[src/rtl/pkt_comm_tx.sv]
// Outbound packet builder: frames a header, header checksum, body and body
// checksum as 16-bit words into the output FIFO write port.
module pkt_comm_tx #(
  parameter logic [7:0] VERSION          = 8'd2,
  parameter bit         DISABLE_CHECKSUM = 1'b0
) (
  input  logic        CLK,
  input  logic        RST,
  input  logic        start,
  input  logic [7:0]  pkt_type,
  input  logic [15:0] pkt_id,
  input  logic [23:0] pkt_len,
  output logic        busy,
  input  logic [15:0] body_din,
  input  logic        body_valid,
  output logic        body_rd,
  output logic [15:0] dout,
  output logic        wr_en,
  input  logic        full
);

  typedef enum logic [2:0] {
    S_IDLE,
    S_HDR,
    S_HCSUM,
    S_BODY,
    S_BCSUM
  } state_e;

  state_e      state_q, state_d;
  logic [2:0]  idx_q, idx_d;
  logic [7:0]  type_q, type_d;
  logic [15:0] id_q, id_d;
  logic [23:0] len_q, len_d;
  logic [23:0] cnt_q, cnt_d;
  logic [31:0] hacc_q, hacc_d;
  logic [31:0] bacc_q, bacc_d;
  logic        odd_q, odd_d;
  logic [15:0] hdr_word;

  // Checksum halves: low half is the first word on the wire.
  function automatic logic [15:0] csum_half(input logic [31:0] acc, input logic hi);
    logic [31:0] c;
    c = DISABLE_CHECKSUM ? 32'h0 : ~acc;
    return hi ? c[31:16] : c[15:0];
  endfunction

  always_comb begin
    case (idx_q)
      3'd0:    hdr_word = {type_q, VERSION};
      3'd1:    hdr_word = 16'h0000;
      3'd2:    hdr_word = len_q[15:0];
      3'd3:    hdr_word = {8'h00, len_q[23:16]};
      default: hdr_word = id_q;
    endcase
  end

  assign busy = (state_q != S_IDLE);

  always_comb begin
    // NOTE: every output and next-state value gets a default first so no path
    // through the case below can leave a variable unassigned and infer a latch.
    state_d = state_q;
    idx_d   = idx_q;
    type_d  = type_q;
    id_d    = id_q;
    len_d   = len_q;
    cnt_d   = cnt_q;
    hacc_d  = hacc_q;
    bacc_d  = bacc_q;
    odd_d   = odd_q;
    dout    = 16'h0000;
    wr_en   = 1'b0;
    body_rd = 1'b0;

    case (state_q)
      S_IDLE: begin
        if (start) begin
          state_d = S_HDR;
          idx_d   = 3'd0;
          type_d  = pkt_type;
          id_d    = pkt_id;
          len_d   = pkt_len & 24'hFF_FFFE;
          cnt_d   = {1'b0, pkt_len[23:1]};
          hacc_d  = 32'h0;
        end
      end

      S_HDR: begin
        dout  = hdr_word;
        wr_en = !full;
        if (!full) begin
          hacc_d = hacc_q + (idx_q[0] ? {hdr_word, 16'h0000} : {16'h0000, hdr_word});
          if (idx_q == 3'd4) begin
            idx_d   = 3'd0;
            state_d = S_HCSUM;
          end else begin
            idx_d = idx_q + 3'd1;
          end
        end
      end

      S_HCSUM: begin
        dout  = csum_half(hacc_q, idx_q[0]);
        wr_en = !full;
        if (!full) begin
          if (idx_q[0]) begin
            idx_d   = 3'd0;
            bacc_d  = 32'h0;
            odd_d   = 1'b0;
            state_d = (cnt_q == 24'd0) ? S_BCSUM : S_BODY;
          end else begin
            idx_d = 3'd1;
          end
        end
      end

      S_BODY: begin
        dout    = body_din;
        wr_en   = body_valid && !full;
        body_rd = body_valid && !full;
        if (body_valid && !full) begin
          bacc_d = bacc_q + (odd_q ? {body_din, 16'h0000} : {16'h0000, body_din});
          odd_d  = !odd_q;
          cnt_d  = cnt_q - 24'd1;
          if (cnt_q == 24'd1) state_d = S_BCSUM;
        end
      end

      S_BCSUM: begin
        dout  = csum_half(bacc_q, idx_q[0]);
        wr_en = !full;
        if (!full) begin
          if (idx_q[0]) begin
            idx_d   = 3'd0;
            state_d = S_IDLE;
          end else begin
            idx_d = 3'd1;
          end
        end
      end

      default: state_d = S_IDLE;
    endcase
  end

  // NOTE: state registers use non-blocking assignments so every flop samples
  // the pre-edge values regardless of statement order.
  always_ff @(posedge CLK) begin
    if (RST) begin
      state_q <= S_IDLE;
      idx_q   <= 3'd0;
      type_q  <= 8'h00;
      id_q    <= 16'h0000;
      len_q   <= 24'h0;
      cnt_q   <= 24'h0;
      hacc_q  <= 32'h0;
      bacc_q  <= 32'h0;
      odd_q   <= 1'b0;
    end else begin
      state_q <= state_d;
      idx_q   <= idx_d;
      type_q  <= type_d;
      id_q    <= id_d;
      len_q   <= len_d;
      cnt_q   <= cnt_d;
      hacc_q  <= hacc_d;
      bacc_q  <= bacc_d;
      odd_q   <= odd_d;
    end
  end

endmodule

[config.mk]
export PLATFORM = sky130hd
export DESIGN_NAME = pkt_comm_tx
export DESIGN_NICKNAME = d
export VERILOG_FILES = /design/src/rtl/pkt_comm_tx.sv
export SDC_FILE = /design/constraint.sdc
export NUM_CORES = 1
export LEC_CHECK = 0
export BUFFER_PORTS_ARGS = -buffer_cell sky130_fd_sc_hd__buf_2
export CAP_MARGIN = 25
export CORE_ASPECT_RATIO = 1.75
export CORE_UTILIZATION = 29
export DETAILED_ROUTE_END_ITERATION = 16
export PLACE_DENSITY = 0.43
export RECOVER_POWER = 50
export SLEW_MARGIN = 25
export SYNTH_ARGS = -nofsm -noshare
export SYNTH_HDL_FRONTEND = slang
export SYNTH_SLANG_ARGS = --single-unit
[constraint.sdc]
create_clock -name CLK -period 5.1 [get_ports CLK]
set_clock_uncertainty 0.05 [all_clocks]
set_input_delay 0.255 -clock CLK [delete_from_list [all_inputs] [get_ports CLK]]
set_output_delay 0.255 -clock CLK [all_outputs]
set_load 0.005 [all_outputs]
## Word-level counts from Yosys, hierarchy flattened

Cells that the tools add are included.

| operators by class | value |
|---|---|
| shift-type cells | 0 |
| multipliers | 0 |
| reductions and logical operators | 19 |
| eq/ne operators | 19 |
| mux-type cells | 39 |
| div/mod/pow operators | 0 |
| order comparisons | 0 |
| add/sub/neg operators | 4 |
| bitwise gates (word level) | 2 |

Operators by type and width:

| cell | count |
|---|---|
| 2-to-1 mux 32 bit | 7 |
| case mux 16 bit (4 select lines) | 2 |
| case mux 32 bit (2 select lines) | 2 |
| adder 32 bit | 2 |
| inverter 32 bit | 2 |
| 2-to-1 mux 24 bit | 2 |
| case mux 24 bit (2 select lines) | 1 |
| 2-to-1 mux 3 bit | 14 |
| 2-to-1 mux 16 bit | 2 |
| equality test 24 x 1 -> 1 bit, second input constant | 1 |
| zero test 24 bit | 1 |
| subtractor 24 x 1 -> 24 bit, second input constant | 1 |
| != test 2 bit, second input constant | 10 |
| case mux 3 bit (5 select lines) | 1 |
| equality test 3 x 2 -> 1 bit, second input constant | 4 |
| case mux 3 bit (3 select lines) | 1 |
| AND reduction 9 bit | 1 |
| AND reduction 4 bit | 2 |
| equality test 3 x 1 -> 1 bit, second input constant | 2 |
| equality test 3 bit, second input constant | 2 |
| zero test 3 bit | 2 |
| AND reduction 3 bit | 2 |
| nonzero test 2 bit | 3 |
| nonzero test 3 bit | 2 |
| other kinds (8) | 14 |

| word-level totals | value |
|---|---|
| register bits after elaboration | 142 |
| bits of input ports | 69 |
| memories kept | 0 |
| bits in latches | 0 |
| ROM bits | 0 |
| output and inout port bits | 19 |
| RAM bits | 0 |

## Longest topological paths before layout

| logic depth | value |
|---|---|
| word-level depth | 6 |
| mapped depth | 20 |
| gate-level depth less buffers | 17 |

## Worst setup path after synthesis

No wires, ideal clock.

| timing path | value |
|---|---|
| path kind | reg2reg |
| start point | register idx_q[0] |
| end point | register hacc_q[26] |
| data arrival time | 4667 ps |
| path slack | 266 ps |
| cell stages (with the launch flop) | 21 |
| data required time | 4933 ps |
| buffers on the path | 3 |
| setup time | 117 ps |
| cells stage by stage | dfxtp_1 > inv_1 > clkbuf_1 > clkbuf_1 > ha_1 > or3_1 > a21oi_1 > clkbuf_1 > a22oi_1 > nor2_1 > ha_1 > inv_1 > fa_1 > and2b_1 > o2111ai_1 > a2111o_1 > and4_1 > or3_1 > nand2_1 > xor2_1 > a22o_1 |

| on the way | value |
|---|---|
| word-level cells in the longest chain between the ends | 6 |
| elaborated cells on any way between the ends | 9 |
| those cells by class | add/sub (1); eq/ne (3); mux (4); reduce/logical (1) |

RTL lines:

| what | RTL line | RTL |
|---|---|---|
| start, declared | 31 | `logic [2:0] idx_q, idx_d;` |
| start signal, assigned | 162 | `idx_q <= idx_d;` |
| equality test 3 x 2 -> 1 bit (tied with other cells) | 49 | `case (idx_q)` |
| case mux 16 bit (4 select lines) | 49 |  |
| 2-to-1 mux 32 bit (*) | 93 | `hacc_d = hacc_q + (idx_q[0] ? {hdr_word, 16'h0000} : {16'h0000, hdr_word});` |
| adder 32 bit (*) | 93 |  |
| 2-to-1 mux 32 bit (*) | 92 | `if (!full) begin` |
| case mux 32 bit (2 select lines) (*) | 76 | `case (state_q)` |
| end signal, assigned | 157 | `hacc_q <= 32'h0;` |
| end signal, assigned | 167 | `hacc_q <= hacc_d;` |
| end, declared | 36 | `logic [31:0] hacc_q, hacc_d;` |

Every way passes the cells marked *; elsewhere a longest branch is shown, timed or not. The select of a mux whose other input is x is not followed.
A chain may end at the register's enable or synchronous reset.

## Final worst setup path

| timing path | value |
|---|---|
| start point | register idx_q[0] |
| end point | register hacc_q[29] |

Same word-level chain as after synthesis.

==> metrics.yaml <==
layout_commonest_cell: "nand2_1"
fp.dieH_um: 250
ys_types: 77
maxCapViolCount: 1
synth_top_area_share_pct: 27.9
tightest_slew_ns: 2.14
fillers: 3822
p_per_area_nw_per_um2: 388
cts_buffers: 17
route.antenna.remaining_nets: 0
power_leakage_nw: 4.72
grt_pass1_vias: 10400
wl_per_cell_um: 20.8
syn_area_um2: 10200
place.gp.congestion: 0.866
crit_chain: "inv_1 -> ha_1 -> or3_1 -> a21oi_1 -> buf_4 -> mux2i_1 -> nand2b_1 -> inv_1 -> ha_1 -> a211oi_1 -> nor2_1 -> a41oi_2 -> o311ai_2 -> a31oi_1 -> o2111ai_1 -> mux2i_1 -> nand2_1"
cp_data_arrival_time_ns: 4.94
syn2layout_area_growth_pct: 15.8
place_area_um2: 11100
io_pins: 88
synthCells: 1380
initial_core_util_pct: 29.5
drt-total-wl_mm: 39.8
synthArstFlopShare_pct: 0
fp-row-count: 90
cts-htree-levels: 4
ys_top_cells_by_area: "dfxtp_1 28%, ha_1 8.6%, nand2_1 8.3%"
initialDrtViolationCount: 660
finalSetupViolations: 0
dr.pass1.iters: 6
path_class: "reg -> reg"
fin_crit_sh_pct: 90.9
worst-path-buf-inv: 3
cts-root-buf: "clkbuf_16"
nets: 1580
hp-class: "in -> reg"
final.min_clock_period_ns: 4.64
clk_pin_slew_worst_paths_ns: 0.08
viasPerCell: 5.48
synth-main-ff-cell: "dfxtp_1"
route.detailed.drc: 0
avgSynthCellArea_um2: 7.37
peakVddDrop_mv: 0.271
rsz0062_at_grt: "no"
grt_usage_pct: 22.8
drive_above_1_share_pct: 11.4
insertion_delay_ns: 0.45
cts_tree: "yes"
slowest_stage: "a41oi_2"
cp_data_required_time_ns: 5.40
yosysTopAreaCell: "dfxtp_1"
status: "complete, but fails checks"
synth_enable_flop_cells: 0
fin_area_um2: 11800
syn_nets: 1521
io_buffer_count: 86
violations: "capacitance limit, slew limit"
grt_max_degree: 58
ys_seq_elements: 142
crit_family: "compound AO/OA/AOI/OAI gates"
start_kind: "flip-flop"
maxSlewViolCount: 49
route.vias.total: 10500
rrSetupSlack_ns: 0.46
die_area_um2: 35900
antenna_found_initial: 1
die_w_um: 144
diodes: 0
yosys_warnings: 0
grt_pass1_wl_mm: 60.5
hold_viol: 0
tns_ns: 0
crit_path_max_fanout: 14
layout_common_cells: "224 x nand2_1, 142 x dfxtp_1, 138 x a21oi_1, 134 x nor2_1, 95 x o21ai_0"
cpPeakStageDelay_ns: 0.42
clockBufferDepth: 2
grt.overflow.total: 0
dp_hpwl_mm: 31.0
seq_area_frac_synth_pct: 27.9
coreArea_um2: 34500
clock_sinks: 142
fmax_mhz: 216
worstSetupEndpointType: "flip-flop"
post_cts_resized: 0
relSlewSlack_pct: -42.4
==> final cells by class <==
| type | count | area (µm²) | share of cell area, % |
|---|---|---|---|
| clock inverter | 14 | 144 | 1.22 |
| multi-input combinational | 1120 | 6870 | 58.3 |
| tap | 460 | 576 | 4.89 |
| timing repair buffer | 135 | 831 | 7.05 |
| sequential | 142 | 2840 | 24.1 |
| clock buffer | 18 | 429 | 3.64 |
| inverter | 23 | 86.3 | 0.733 |
==> timing repair <==
action | in CTS | in global routing
buffers inserted | 0 | 0
endpoints found under the setup margin | 0 | 0
hold buffers | 16 | 0
hold endpoints to repair | 16 | 0
==> report_power, final <==
part           switching, mW  internal [mW]
logic                   1.25          0.673
clock network          0.606          0.650
registers              0.151           1.25
==> layer usage <==
layer / part of all wire, % / vias up / global-route usage, %
li1: - / 5160 / -
met1: 38 / 4972 / 23.9
met2: 53 / 257 / 41.1
met3: 3.3 / 80 / 3.20
met4: 6.4 / 0 / 15.5
met5: 0 / - / 0
==> logic make-up (layout without fill, tap and decap cells) <==
kind of cell / Yosys count / in the layout / synth area share, %
fa+ha+maj: 72 / 72 / 9.00
xor+xnor: 50 / 50 / 4.31
flops: 142 / 142 / 27.9
mux: 6 / 6 / 0.603
simple gates: 526 / 526 / 23.6
compound gates: 466 / 466 / 30.1
buf+inv: 118 / 190 / 4.51
==> worst min-delay path: stages <==
cell	delay (ns)
buf_2	0.11
nand2_1	0.06
a21oi_1	0.05
==> final timing paths <==
kind / from / to / cells after the start
worst min register to register: len_q[4]$_SDFFE_PP0P_ / len_q[4]$_SDFFE_PP0P_ / 2
worst min-delay path: pkt_len[11] / len_q[11]$_SDFFE_PP0P_ / 3
worst max register to register: idx_q[0]$_SDFFE_PP0P_ / hacc_q[29]$_SDFFE_PP0P_ / 17
worst max-delay path: idx_q[0]$_SDFFE_PP0P_ / hacc_q[29]$_SDFFE_PP0P_ / 17
==> per-stage QoR <==
step	std cells	setup slack (ns)	utilization, %	hold WS, ns	power, mW
after floorplan	1380	0.266	-	0.341	2.62
after global placement	1864	0.524	32.1	0.396	3.34
after detailed placement	1864	0.483	32.1	0.400	3.34
after CTS	1912	0.464	34.2	0.0000692	4.63
after global routing	1912	0.0501	34.2	0.00912	4.89
final	1912	0.463	34.2	0.0196	4.57
==> registers in the layout, summed over array words and instances, names as in the netlist <==
signal and flops:
bacc_q 32, cnt_q 24, hacc_q 32, id_q 16, idx_q 3, len_q 23
odd_q 1, state_q 3, type_q 8
==> synthesized netlist by cell type, types with 23 or more instances <==
cell type,instances
o21ai_0,94
nor2b_1,25
a22oi_1,27
a21o_1,29
ha_1,70
a21oi_1,138
inv_1,23
o211ai_1,24
xnor2_1,28
nor3_1,28
clkbuf_1,87
dfxtp_1,142
nand3_1,24
nor2_1,135
nand2_1,224
Power figures use the tool's default switching activity.
